<file path="src/rtl/pc_gen_if.sv">
// Fetch/redirect bundle between pc_gen, the IF stage and the EX stage.
// btb_inv is present only when PC_GEN_BTB_EN is defined.
interface pc_gen_if #(
   parameter int XLEN = 32
);
`ifdef PC_GEN_BTB_EN
   logic            btb_inv;
`endif
   logic            if_ready;
   logic            stall;
   logic [2:0]      npc_op;
   logic [XLEN-1:0] ex_pc;
   logic [XLEN-1:0] imm;
   logic [XLEN-1:0] aluout;
   logic            trap_req;
   logic [XLEN-1:0] trap_vec;
   logic [XLEN-1:0] pc;
   logic            pc_valid;
   logic            flush;
   logic            misalign;
   logic            pred_taken;
   logic [1:0]      fsm_state;

   // Handshake: a fetch of pc is accepted on a rising clk edge when
   // pc_valid & if_ready & ~stall; a redirect needs only if_ready.
   modport master (
`ifdef PC_GEN_BTB_EN
      input  btb_inv,
`endif
      input  if_ready, stall, npc_op, ex_pc, imm, aluout, trap_req, trap_vec,
      output pc, pc_valid, flush, misalign, pred_taken, fsm_state
   );

   modport slave (
`ifdef PC_GEN_BTB_EN
      output btb_inv,
`endif
      output if_ready, stall, npc_op, ex_pc, imm, aluout, trap_req, trap_vec,
      input  pc, pc_valid, flush, misalign, pred_taken, fsm_state
   );
endinterface

</file>
<file path="src/rtl/pc_gen.sv">
// Fetch PC generator: sequential fetch, stall hold, trap/EX redirects with a
// pending buffer, flush/misalign flags. Optional BTB under PC_GEN_BTB_EN.
module pc_gen #(
   parameter int              XLEN        = 32,
   parameter logic [XLEN-1:0] RESET_PC    = '0,
   parameter int              INC         = 4,
   parameter int              BTB_ENTRIES = 8
) (
   input logic      clk,
   input logic      rst,
   pc_gen_if.master bus
);
   typedef enum logic [1:0] {BOOT = 2'd0, RUN = 2'd1, PEND = 2'd2} state_t;

   state_t          state, state_nx;
   logic [XLEN-1:0] pc_q, pc_nx, pend_q, pend_nx;
   logic [XLEN-1:0] target, seq_pc, btb_target;
   logic            is_br_jmp, is_jalr, active, new_redir, fire;
   logic            btb_hit, use_btb;

   always_comb begin
      is_br_jmp = (bus.npc_op == 3'b001) || (bus.npc_op == 3'b010);
      is_jalr   = (bus.npc_op == 3'b100);
      active    = (state != BOOT);
      // Unlisted npc_op codes fall through as PLUS4.
      new_redir = active && (bus.trap_req || is_br_jmp || is_jalr);
      if (bus.trap_req)
         target = bus.trap_vec;
      else if (is_jalr)
         target = {bus.aluout[XLEN-1:1], 1'b0};
      else
         target = bus.ex_pc + bus.imm;
      fire    = active && bus.if_ready && !bus.stall;
      use_btb = (state == RUN) && !new_redir && fire && btb_hit;
      seq_pc  = use_btb ? btb_target : pc_q + XLEN'(INC);
   end

   assign bus.pc         = pc_q;
   assign bus.pc_valid   = active;
   assign bus.flush      = new_redir;
   assign bus.misalign   = new_redir && (target[1:0] != 2'b00);
   assign bus.pred_taken = use_btb;
   assign bus.fsm_state  = state;

   always_comb begin
      state_nx = state;
      pc_nx    = pc_q;
      pend_nx  = pend_q;
      case (state)
         BOOT: state_nx = RUN;
         RUN: begin
            if (new_redir) begin
               if (bus.if_ready) begin
                  pc_nx = target;
               end else begin
                  pend_nx  = target;
                  state_nx = PEND;
               end
            end else if (fire) begin
               pc_nx = seq_pc;
            end
         end
         PEND: begin
            // A fresh redirect supersedes whatever is buffered.
            if (new_redir) begin
               if (bus.if_ready) begin
                  pc_nx    = target;
                  pend_nx  = '0;
                  state_nx = RUN;
               end else begin
                  pend_nx = target;
               end
            end else if (bus.if_ready) begin
               pc_nx    = pend_q;
               pend_nx  = '0;
               state_nx = RUN;
            end
         end
         default: state_nx = BOOT;
      endcase
   end

   always_ff @(posedge clk or posedge rst) begin
      if (rst) begin
         state  <= BOOT;
         pc_q   <= RESET_PC;
         pend_q <= '0;
      end else begin
         state  <= state_nx;
         pc_q   <= pc_nx;
         pend_q <= pend_nx;
      end
   end

`ifdef PC_GEN_BTB_EN
   localparam int IW = $clog2(BTB_ENTRIES);
   localparam int TW = XLEN - 2 - IW;

   logic [BTB_ENTRIES-1:0] btb_valid;
   logic [TW-1:0]          btb_tag [BTB_ENTRIES];
   logic [XLEN-1:0]        btb_tgt [BTB_ENTRIES];
   logic [IW-1:0]          lk_idx, ex_idx;
   logic                   btb_wr;

   always_comb begin
      lk_idx     = pc_q[IW+1:2];
      ex_idx     = bus.ex_pc[IW+1:2];
      btb_hit    = btb_valid[lk_idx] && (btb_tag[lk_idx] == pc_q[XLEN-1:IW+2]);
      btb_target = btb_tgt[lk_idx];
      btb_wr     = active && !bus.trap_req && is_br_jmp;
   end

   // Registered write: a same-cycle lookup of this index sees old contents.
   always_ff @(posedge clk or posedge rst) begin
      if (rst)
         btb_valid <= '0;
      else if (bus.btb_inv)
         btb_valid[ex_idx] <= 1'b0;
      else if (btb_wr)
         btb_valid[ex_idx] <= 1'b1;
   end

   always_ff @(posedge clk) begin
      if (btb_wr) begin
         btb_tag[ex_idx] <= bus.ex_pc[XLEN-1:IW+2];
         btb_tgt[ex_idx] <= target;
      end
   end
`else
   assign btb_hit    = 1'b0;
   assign btb_target = '0;
`endif
endmodule

</file>
<file path="src/flat_wrapper.sv">
// flat-port wrapper written by rule: the top's interface ports become plain ports
module pc_gen_flat 
#(
   parameter int              XLEN        = 32,
   parameter logic [XLEN-1:0] RESET_PC    = '0,
   parameter int              INC         = 4,
   parameter int              BTB_ENTRIES = 8
)
  (clk, rst, bus_if_ready, bus_stall, bus_npc_op, bus_ex_pc, bus_imm, bus_aluout, bus_trap_req, bus_trap_vec, bus_pc, bus_pc_valid, bus_flush, bus_misalign, bus_pred_taken, bus_fsm_state);
  pc_gen_if #(.XLEN(XLEN)) bus_i ();
  input logic clk;
  input logic rst;
  input wire logic [$bits(bus_i.if_ready)-1:0] bus_if_ready;
  input wire logic [$bits(bus_i.stall)-1:0] bus_stall;
  input wire logic [$bits(bus_i.npc_op)-1:0] bus_npc_op;
  input wire logic [$bits(bus_i.ex_pc)-1:0] bus_ex_pc;
  input wire logic [$bits(bus_i.imm)-1:0] bus_imm;
  input wire logic [$bits(bus_i.aluout)-1:0] bus_aluout;
  input wire logic [$bits(bus_i.trap_req)-1:0] bus_trap_req;
  input wire logic [$bits(bus_i.trap_vec)-1:0] bus_trap_vec;
  output wire logic [$bits(bus_i.pc)-1:0] bus_pc;
  output wire logic [$bits(bus_i.pc_valid)-1:0] bus_pc_valid;
  output wire logic [$bits(bus_i.flush)-1:0] bus_flush;
  output wire logic [$bits(bus_i.misalign)-1:0] bus_misalign;
  output wire logic [$bits(bus_i.pred_taken)-1:0] bus_pred_taken;
  output wire logic [$bits(bus_i.fsm_state)-1:0] bus_fsm_state;
  assign bus_i.if_ready = bus_if_ready;
  assign bus_i.stall = bus_stall;
  assign bus_i.npc_op = bus_npc_op;
  assign bus_i.ex_pc = bus_ex_pc;
  assign bus_i.imm = bus_imm;
  assign bus_i.aluout = bus_aluout;
  assign bus_i.trap_req = bus_trap_req;
  assign bus_i.trap_vec = bus_trap_vec;
  assign bus_pc = bus_i.pc;
  assign bus_pc_valid = bus_i.pc_valid;
  assign bus_flush = bus_i.flush;
  assign bus_misalign = bus_i.misalign;
  assign bus_pred_taken = bus_i.pred_taken;
  assign bus_fsm_state = bus_i.fsm_state;
  pc_gen #(.XLEN(XLEN), .RESET_PC(RESET_PC), .INC(INC), .BTB_ENTRIES(BTB_ENTRIES)) u_core (.clk(clk), .rst(rst), .bus(bus_i));
endmodule
</file>
<file path="config.mk">
export PLATFORM = sky130hd
export DESIGN_NAME = pc_gen_flat
export DESIGN_NICKNAME = d
export VERILOG_FILES = /design/src/rtl/pc_gen_if.sv /design/src/rtl/pc_gen.sv /design/src/flat_wrapper.sv
export SDC_FILE = /design/constraint.sdc
export NUM_CORES = 1
export LEC_CHECK = 0
export CAP_MARGIN = 30
export CORE_AREA = 2 2 122 124
export CTS_CLUSTER_SIZE = 14
export DETAILED_ROUTE_END_ITERATION = 12
export DIE_AREA = 0 0 124 126
export PLACE_DENSITY = 0.75
export SYNTH_ARGS = -nofsm -noshare
export SYNTH_HDL_FRONTEND = slang
export SYNTH_SLANG_ARGS = --single-unit
</file>
<file path="constraint.sdc">
create_clock -name clk -period 2.8 [get_ports clk]
set_input_delay 0.42 -clock clk [delete_from_list [all_inputs] [get_ports clk]]
set_output_delay 0.42 -clock clk [all_outputs]
set_load 0.01 [all_outputs]
</file>
# After elaboration in Yosys (flattened, before gate mapping)

Cells that the tools add are included.

Bits in registers: 66
Latch bits: 0
Memory bits (writable): 0
Bits in read-only memories: 0
Input port bits: 136
Output and inout bits: 38
Word-level logic and storage cells: 48
Memories: 0

Add/subtract/negate cells: 2
Multipliers: 0
Div/mod/pow operators: 0
Magnitude comparators: 0
Equality and inequality tests: 10
Shift operators: 0
Multiplexer cells: 18
Bitwise gates (word level): 0
Reductions and logical operators: 15

Operators with widths:

| cell                                                            | count |
|---|---|
| 32-bit two-way mux                                              | 12 |
| 32-bit one-hot mux with 2 select lines                          | 2 |
| 32-bit by 3-bit adder with 32-bit output, second input constant | 1 |
| 32-bit adder                                                    | 1 |
| 2-bit two-way mux                                               | 3 |
| 2-bit one-hot mux with 3 select lines                           | 1 |
| 3-bit AND reduction                                             | 2 |
| 2-bit nonzero test                                              | 3 |
| 1-bit logical AND                                               | 4 |
| 2-bit != test, second input constant                            | 2 |
| 4-bit AND reduction                                             | 1 |
| 3-bit by 1-bit == test with 1-bit output, second input constant | 1 |
| 3-bit by 2-bit == test with 1-bit output, second input constant | 1 |
| 3-bit == test, second input constant                            | 1 |
| 1-bit logical OR                                                | 3 |
| 3-bit by 1-bit != test with 1-bit output, second input constant | 1 |
| 3-bit by 2-bit != test with 1-bit output, second input constant | 1 |
| 2-bit by 1-bit == test with 1-bit output, second input constant | 1 |
| 2-bit == test, second input constant                            | 1 |
| 2-bit logical NOT                                               | 1 |
| 2-bit by 1-bit != test with 1-bit output, second input constant | 1 |
| 1-bit logical NOT                                               | 1 |

# Longest topological paths before layout

Gate-level depths: netlist (run 1).

Depth in word-level cells: 7
Mapped depth: 11
Mapped depth without buffers: 10

# Worst setup path before layout (run 1)

OpenSTA, ideal clock, no wires.

Path kind: input-to-reg
Start: in bus_imm[0]
End: reg u_core.pc_q[16] (netlist: u_core.bus.pc[16])
Library setup time: 0.094 ns
Arrival time: 2.622 ns
Required time: 2.706 ns
Path slack: 0.084 ns
Cell stages on the path: 10
Path buffers: 0
Cell sequence: ha_1 > fa_1 > a211oi_2 > o21ai_1 > a32o_1 > o21ai_1 > a21boi_1 > o21a_1 > o311a_1 > a211oi_1

Cells in the longest elaborated chain, start to end: 6
Elaborated cells on any way between the ends: 7
Classes of those cells: 1 x add/sub; 6 x mux

RTL lines:

| what                                         | line                       | text |
|---|---|---|
| from (decl)                                  | flat_wrapper.sv:17         | `input wire logic [$bits(bus_i.imm)-1:0] bus_imm;` |
| 32-bit adder (*)                             | pc_gen.sv:32               | `target = bus.ex_pc + bus.imm;` |
| 32-bit two-way mux (*)                       | pc_gen.sv:29               | `else if (is_jalr)` |
| 32-bit two-way mux (*)                       | pc_gen.sv:27               | `if (bus.trap_req)` |
| 32-bit two-way mux (*)                       | pc_gen.sv:53, pc_gen.sv:66 |  |
| 32-bit two-way mux, on equally long branches | pc_gen.sv:65, pc_gen.sv:52 |  |
| 32-bit one-hot mux with 2 select lines (*)   | pc_gen.sv:49               | `case (state)` |
| to (signal assigned)                         | pc_gen.sv:90               | `pc_q <= pc_nx;` |
| to (decl)                                    | pc_gen.sv:16               | `logic [XLEN-1:0] pc_q, pc_nx, pend_q, pend_nx;` |

Mark *: on every way between the ends. The rest lies on a longest branch, timed or not.
A chain may end at the register's enable or synchronous reset.

# Worst setup path in the final report (run 1)

Start: in bus_ex_pc[8]
End: reg u_core.pend_q[29]

Cells in the longest elaborated chain, start to end: 6
Elaborated cells on any way between the ends: 8
Classes of those cells: 1 x add/sub; 7 x mux

RTL lines:

| what                                         | line                       | text |
|---|---|---|
| from (decl)                                  | flat_wrapper.sv:16         | `input wire logic [$bits(bus_i.ex_pc)-1:0] bus_ex_pc;` |
| 32-bit adder (*)                             | pc_gen.sv:32               |  |
| 32-bit two-way mux (*)                       | pc_gen.sv:29               |  |
| 32-bit two-way mux (*)                       | pc_gen.sv:27               |  |
| 32-bit two-way mux, on equally long branches | pc_gen.sv:66, pc_gen.sv:53 |  |
| 32-bit two-way mux, on equally long branches | pc_gen.sv:65, pc_gen.sv:52 |  |
| 32-bit one-hot mux with 2 select lines (*)   | pc_gen.sv:49               |  |
| to (signal assigned)                         | pc_gen.sv:91               | `pend_q <= pend_nx;` |
| to (decl)                                    | pc_gen.sv:16               |  |

Mark *: on every way between the ends. The rest lies on a longest branch, timed or not. The select of a mux whose other input is x is not followed.

==> results of run 1 <==
[stage by stage]
stage	cell area [um2]	setup TNS [ns]	power, W	std cells
6_report	9965	0	0.008233	1292
5_1_grt	9965	-0.06322	0.008697	1292
4_1_cts	9772	0	0.008072	1292
3_5_place_dp	9323	-20.59	0.006707	1272
3_3_place_gp	9323	-17.05	0.006584	1272
2_1_floorplan	6407	0	0.004396	803
[sequential cells by signal, summed over array words and instances (netlist names)]
name                  count
u_core.pend_q            32
u_core.bus.pc            32
u_core.bus.fsm_state      2
[layer usage]
layer / track usage [%] / share of wire, % / vias up
li1: - / - / 3626
met1: 43.23 / 44 / 3575
met2: 48.61 / 47 / 357
met3: 4.529 / 7.2 / 54
met4: 10.97 / 2.4 / 0
met5: 0 / 0 / -
[cell usage in the layout (no fill, tap or decap), types with 17 or more instances in the layout]
master | netlist | layout
buf_4 | 2 | 160
clkdlybuf4s50_1 | 0 | 158
nand2_1 | 103 | 101
a21oi_1 | 70 | 67
dfrtp_1 | 66 | 66
o21ai_0 | 62 | 55
nor2_1 | 50 | 48
ha_1 | 35 | 27
xnor2_1 | 23 | 23
nand3_1 | 23 | 23
a21o_1 | 18 | 18
inv_1 | 19 | 18
o21ai_1 | 14 | 17
[path summary, 6_finish.rpt]
| path | startpoint | to |
|---|---|---|
| worst max-delay path | bus_ex_pc[8] | u_core.pend_q[29] |
| worst min-delay path | u_core.pend_q[4] | u_core.pend_q[4] |
| worst max register to register | u_core.bus.pc[2] | u_core.bus.pc[31] |
| worst min register to register | u_core.pend_q[4] | u_core.pend_q[4] |
| max in group asynchronous | rst | u_core.bus.pc[12] |
| min in group asynchronous | rst | u_core.bus.pc[1] |
[worst max-delay path: cells and delay by family]
family	cells	cell delay, ns
adder cells (fa/ha/maj)	1	0.35
AND/OR/NAND/NOR	2	0.63
buffers and inverters	1	0.42
AO/OA/AOI/OAI	6	1.13
[repair_timing]
item | CTS | global route
pin swaps | 22 | 24
resized for setup | 25 | 44
buffers inserted | 4 | 1
setup endpoints to repair | 31 | 35
[cell type report]
type,count,area [um2],area share [%]
clock buffers,12,266.5,2.675
clock inverters,4,72.57,0.7283
well taps,184,230.2,2.310
flip-flops and latches,66,1652,16.57
inverters,20,75.07,0.7534
repair buffers,336,3008,30.19
multi-input cells,670,4661,46.77
[kinds of logic (layout without fill, tap and decap cells)]
family / Yosys count / in the layout / synth area share, %
AO/OA/AOI/OAI: 325 / 325 / 35.03
adder cells (fa/ha/maj): 36 / 36 / 7.147
other: 1 / 1 / 0.05853
flip-flops: 66 / 66 / 25.78
buffers and inverters: 67 / 372 / 5.311
multiplexers: 16 / 16 / 2.695
AND/OR/NAND/NOR: 258 / 258 / 19.33
XOR/XNOR: 34 / 34 / 4.647
[report_power, final]
part	leakage, nW	switching, W	internal (W)
clock	0.165	0.000445	0.000851
combinational	3.35	0.00259	0.00246
sequential	0.793	0.000459	0.00143
==> impl_results.md, run 1 <==
- Crit Path Max Fanout: 4
- Clock transition at path regs: 0.06 ns
- # clock sinks: 66
- Slowest stage delay, CP: 0.44 ns
- Max-Cap Viols: 0
- Clock Skews: 0.01043 ns
- Finish-stage setup viols: 0
- H-tree levels: 3
- Vias per cell: 5.892
- Slew HR: 53.97%
- Crit end category: register
- Worst EP required: 3.03 ns
- Status: completed
- Syn_nets: 975
- Port-buffer cells: 171
- CP arrival: 2.97 ns
- Initial antenna violation count: 0
- DR DRC count: 0
- Clock root cell: clkbuf_16
- Largest net degree at the start of global routing: 38
- Starting density of the core: 44.76%
- Final antenna-violating net count: 0
- Leak pwr: 4.310 nW
- Largest cells by area after synthesis: dfrtp_1, ha_1, nand2_1, a21oi_1, o21ai_0
- Period utilisation layout: 97.92%
- CP Class: in2reg
- Max-slew violation count: 0
- Final Hold Fails: 0
- Yosys Warn Count: 0
- Setup WS post-layout: 0.05814 ns
- Post-synthesis cell count: 803
- Slew of the pin with the lowest slew margin: 0.6895 ns
- Syn Std Cell Area: 0.006407 mm2
- Sequential fraction of the synthesis area: 25.78%
- Vias: 7612
- Distinct cells, synth: 94
- Area grow syn2layout: 55.52%
- Full die area: 0.01562 mm2
- Row count: 44
- Global-route wire length before repair: 38140 um
- Nets: 1275
- Utilization after layout: 69.62%
- Cts-stage hold buffer count: 0
- DR WL/cell: 18.84 um
- Antenna diode count: 0
- TritonCTS clock tree: built
- Fillers: 1158
- Reg2reg path depth: 8
- DIE HEIGHT: 126 um
- Worst-path cell chain: clkdlybuf4s50_1 > ha_1 > a21o_1 > and2_1 > a31oi_4 > a311o_1 > a21oi_1 > or4_4 > a31oi_4 > o31ai_1
- CP max stage cell: or4_4
- Crit path top cell by count: a31oi_4
- Crit start category: input port
- Hold path cells: 2
- Synth top area share: 25.78%
- Total core area: 0.01431 mm2
- Pre-antenna DRT Iters: 5
- #FFs+latches synth: 66
- Share of layout cells above drive strength 1: 22.92%
- Most used DFF post-synth: dfrtp_1
- DRT iter0 DRCs: 655
- Clock Path Buffers: 2
- GR Overflow Total: 0
- Syn_area_per_cell: 7.979 um2
- Chip Width: 124 um
- R2r setup slk: 0.20 ns
- Cell Pwr Density: 826.3 mW/mm2
- Dpl ws: -0.6827 ns
- Top cells by count, synth: nand2_1, a21oi_1, dfrtp_1
- Routed wire length: 24340 um
- Worst skew pair latency: 0.35 ns
- Most numerous cell in the Yosys netlist: nand2_1
- Io pins: 174
- Detail Placement HPWL: 18870 um
- Placer Congestion: 0.9346
- Total GRT Usage: 30.96%
- VDD IR-drop max: 591.6 uV
- EDFF count, synth: 0
- Vias in the first global route: 7512
- Num CTS Buffers: 9
- Async SR Flop Fraction: 100.0%
- Leading area contributor after synthesis: dfrtp_1
- Post-layout min period: 2.742 ns
- Achievable Freq: 0.3647 GHz
- Type of the tightest min-delay check: reg2reg
- Worst Hold Margin: 0.4785 ns
Note: power is estimated with default switching activity, not from simulation.
==> inputs of run 2 (changes only) <==
--- a/config.mk
+++ b/config.mk
@@ -10,7 +10,7 @@
 export CTS_CLUSTER_SIZE = 14
 export DETAILED_ROUTE_END_ITERATION = 12
 export DIE_AREA = 0 0 124 126
-export PLACE_DENSITY = 0.75
+export PLACE_DENSITY = 0.81
 export SYNTH_ARGS = -nofsm -noshare
 export SYNTH_HDL_FRONTEND = slang
 export SYNTH_SLANG_ARGS = --single-unit
==> run 2 against run 1 <==
Compared with the run above: the run now ends with setup timing left; sequential power barely moved; power fell by 1.2%; count of clock-buffer cells in the layout did not move; setup slack got worse by 0.066 ns; sequential share of layout area barely moved; via count rose by 4.3%; largest power group unchanged; highest routed layer unchanged.
==> impl_results.md, run 2 (synthesized netlist as in run 1, its figures left out) <==
- H-tree levels: 3
- Cell Pwr Density: 816.9 mW/mm2
- Reg2Reg Capture Point: u_core.bus.pc[16]
- Antenna diode count: 0
- Final Hold Fails: 0
- Io pins: 174
- Num CTS Buffers: 9
- Failing checks: setup timing
- Logic gate share of total power: 62.4%
- GR Overflow Total: 0
- Slew HR: 59.84%
- Vias in the first global route: 7504
- Total core area: 0.01431 mm2
- Type of the tightest min-delay check: in2async
- VDD IR-drop max: 495.2 uV
- Clock Skews: 0.005517 ns
- Dpl ws: -0.6388 ns
- Port-buffer cells: 171
- DIE HEIGHT: 126 um
- Starting density of the core: 44.76%
- CP endpoint: u_core.pend_q[23]
- Chip Width: 124 um
- R2r setup slk: 0.43 ns
- Status: complete, but fails checks
- Largest net degree at the start of global routing: 67
- Initial antenna violation count: 0
- Crit start category: input port
- Clock Path Buffers: 2
- Achievable Freq: 0.3562 GHz
- CP arrival: 3.03 ns
- Period utilisation layout: 100.3%
- Crit Path Max Fanout: 4
- Area grow syn2layout: 55.36%
- Int Pwr: 0.004627 W
- Clock root cell: clkbuf_16
- Detail Placement HPWL: 18280 um
- Max-slew violation count: 0
- Post-route insts no fill: 1284
- DR DRC count: 0
- Share of layout cells above drive strength 1: 23.18%
- Crit end category: register
- TritonCTS clock tree: built
- Pwr Total: 0.008132 W
- RSZ-0062 raised after global routing: true
- Finished Cell Area: 0.009955 mm2
- Total GRT Usage: 31.14%
- Switching power: 0.003505 W
- Leading cell types in the layout, fill and taps excluded: clkdlybuf4s50_1, buf_4, nand2_1
- Finish-stage setup viols: 1
- Routed wire length: 24680 um
- Vias: 7941
- Leak pwr: 4.260 nW
- Nets: 1267
- Worst EP required: 3.03 ns
- DRT iter0 DRCs: 775
- Dpl cells: 1257
- Post-layout min period: 2.808 ns
- Full die area: 0.01562 mm2
- Placer Congestion: 0.9606
- Max-Cap Viols: 0
- Clk pwr share: 14.4%
- Clock transition at path regs: 0.05 ns
- Placed Instance Area: 0.009235 mm2
- Reg2reg path depth: 9
- DR WL/cell: 19.22 um
- Switch share: 43.10%
- Global-route wire length before repair: 38410 um
- Setup WS post-layout: -0.007671 ns
- Pre-antenna DRT Iters: 5
- Fillers: 1139
- Utilization after layout: 69.55%
- Seq pwr share: 23.2%
- # clock sinks: 66
- CP startpoint: bus_imm[4]
- Final antenna-violating net count: 0
- CP Class: in2reg
- Reg2Reg Launch Point: u_core.bus.pc[2]
- Slew of the pin with the lowest slew margin: 0.5872 ns
- Vias per cell: 6.185
- Most common cell after layout, fill and taps aside: clkdlybuf4s50_1
- Row count: 44
- Worst skew pair latency: 0.34 ns
-- run 2: cell count changes in the layout (fill, tap and decap cells not counted), moves of 3 or more --
cell	change
a31oi_1	-3
a31oi_2	+3
o21ai_2	+3
buf_4	-8
clkdlybuf4s15_1	+3
-- run 2: repair_timing --
item                       CTS  global route
setup endpoints to repair   30            41
resized for setup           30            53
setup buffers                7             4
hold buffers                 0             0
pin swaps                   30            27
-- run 2: critical path, stage by stage --
cell	delay, ns
clkdlybuf4s50_1	0.41
ha_2	0.21
a2111oi_4	0.35
o21ai_2	0.15
buf_4	0.16
and2_4	0.13
a311o_4	0.35
mux2_4	0.31
nand4_1	0.11
a2bb2oi_1	0.08
buf_4	0.15
a22o_1	0.19
-- run 2: worst min-delay path by stage --
stage / from / to / slack [ns] / cells after the start
floorplan: u_core.pend_q[18] / u_core.pend_q[18] / 0.44 / 2
global placement: u_core.pend_q[12] / u_core.pend_q[12] / 0.46 / 2
detailed placement: u_core.pend_q[28] / u_core.pend_q[28] / 0.47 / 2
CTS: rst / u_core.bus.fsm_state[0] / 0.47 / 3
global route: u_core.bus.pc[0] / u_core.bus.pc[0] / 0.51 / 1
finish: rst / u_core.bus.fsm_state[0] / 0.46 / 3
-- run 2: layout make-up --
type,count,area (um2),area share [%]
repair buffers,328,2965,29.79
inverters,20,75.07,0.7541
clock inverters,4,50.05,0.5028
multi-input cells,670,4726,47.47
well taps,184,230.2,2.313
flip-flops and latches,66,1652,16.59
clock buffers,12,256.5,2.577
-- run 2: layer usage --
| layer | up-vias | wire, um | GRT usage [%] |
|---|---|---|---|
| met3 | 67 | 2231 | 3.986 |
| met5 | - | 0 | 0 |
| li1 | 3609 | - | - |
| met1 | 3762 | 10130 | 43.46 |
| met4 | 0 | 689 | 11.17 |
| met2 | 503 | 11630 | 49.29 |
-- run 2: power groups by stage --
stage	combinational (W)	clock, W	sequential, W
after floorplan	0.00256	0	0.00184
after global placement	0.00470	0	0.00185
after detailed placement	0.00478	0	0.00187
after CTS	0.00488	0.00117	0.00186
after global routing	0.00546	0.00120	0.00194
final	0.00508	0.00117	0.00189
-- run 2: through the flow --
| step | TNS, ns | hold WS, ns |
|---|---|---|
| 6_report | -0.007671 | 0.4553 |
| 5_1_grt | -0.2273 | 0.5078 |
| 4_1_cts | 0 | 0.4698 |
| 3_5_place_dp | -18.82 | 0.4671 |
| 3_3_place_gp | -15.57 | 0.4571 |
| 2_1_floorplan | 0 | 0.4446 |
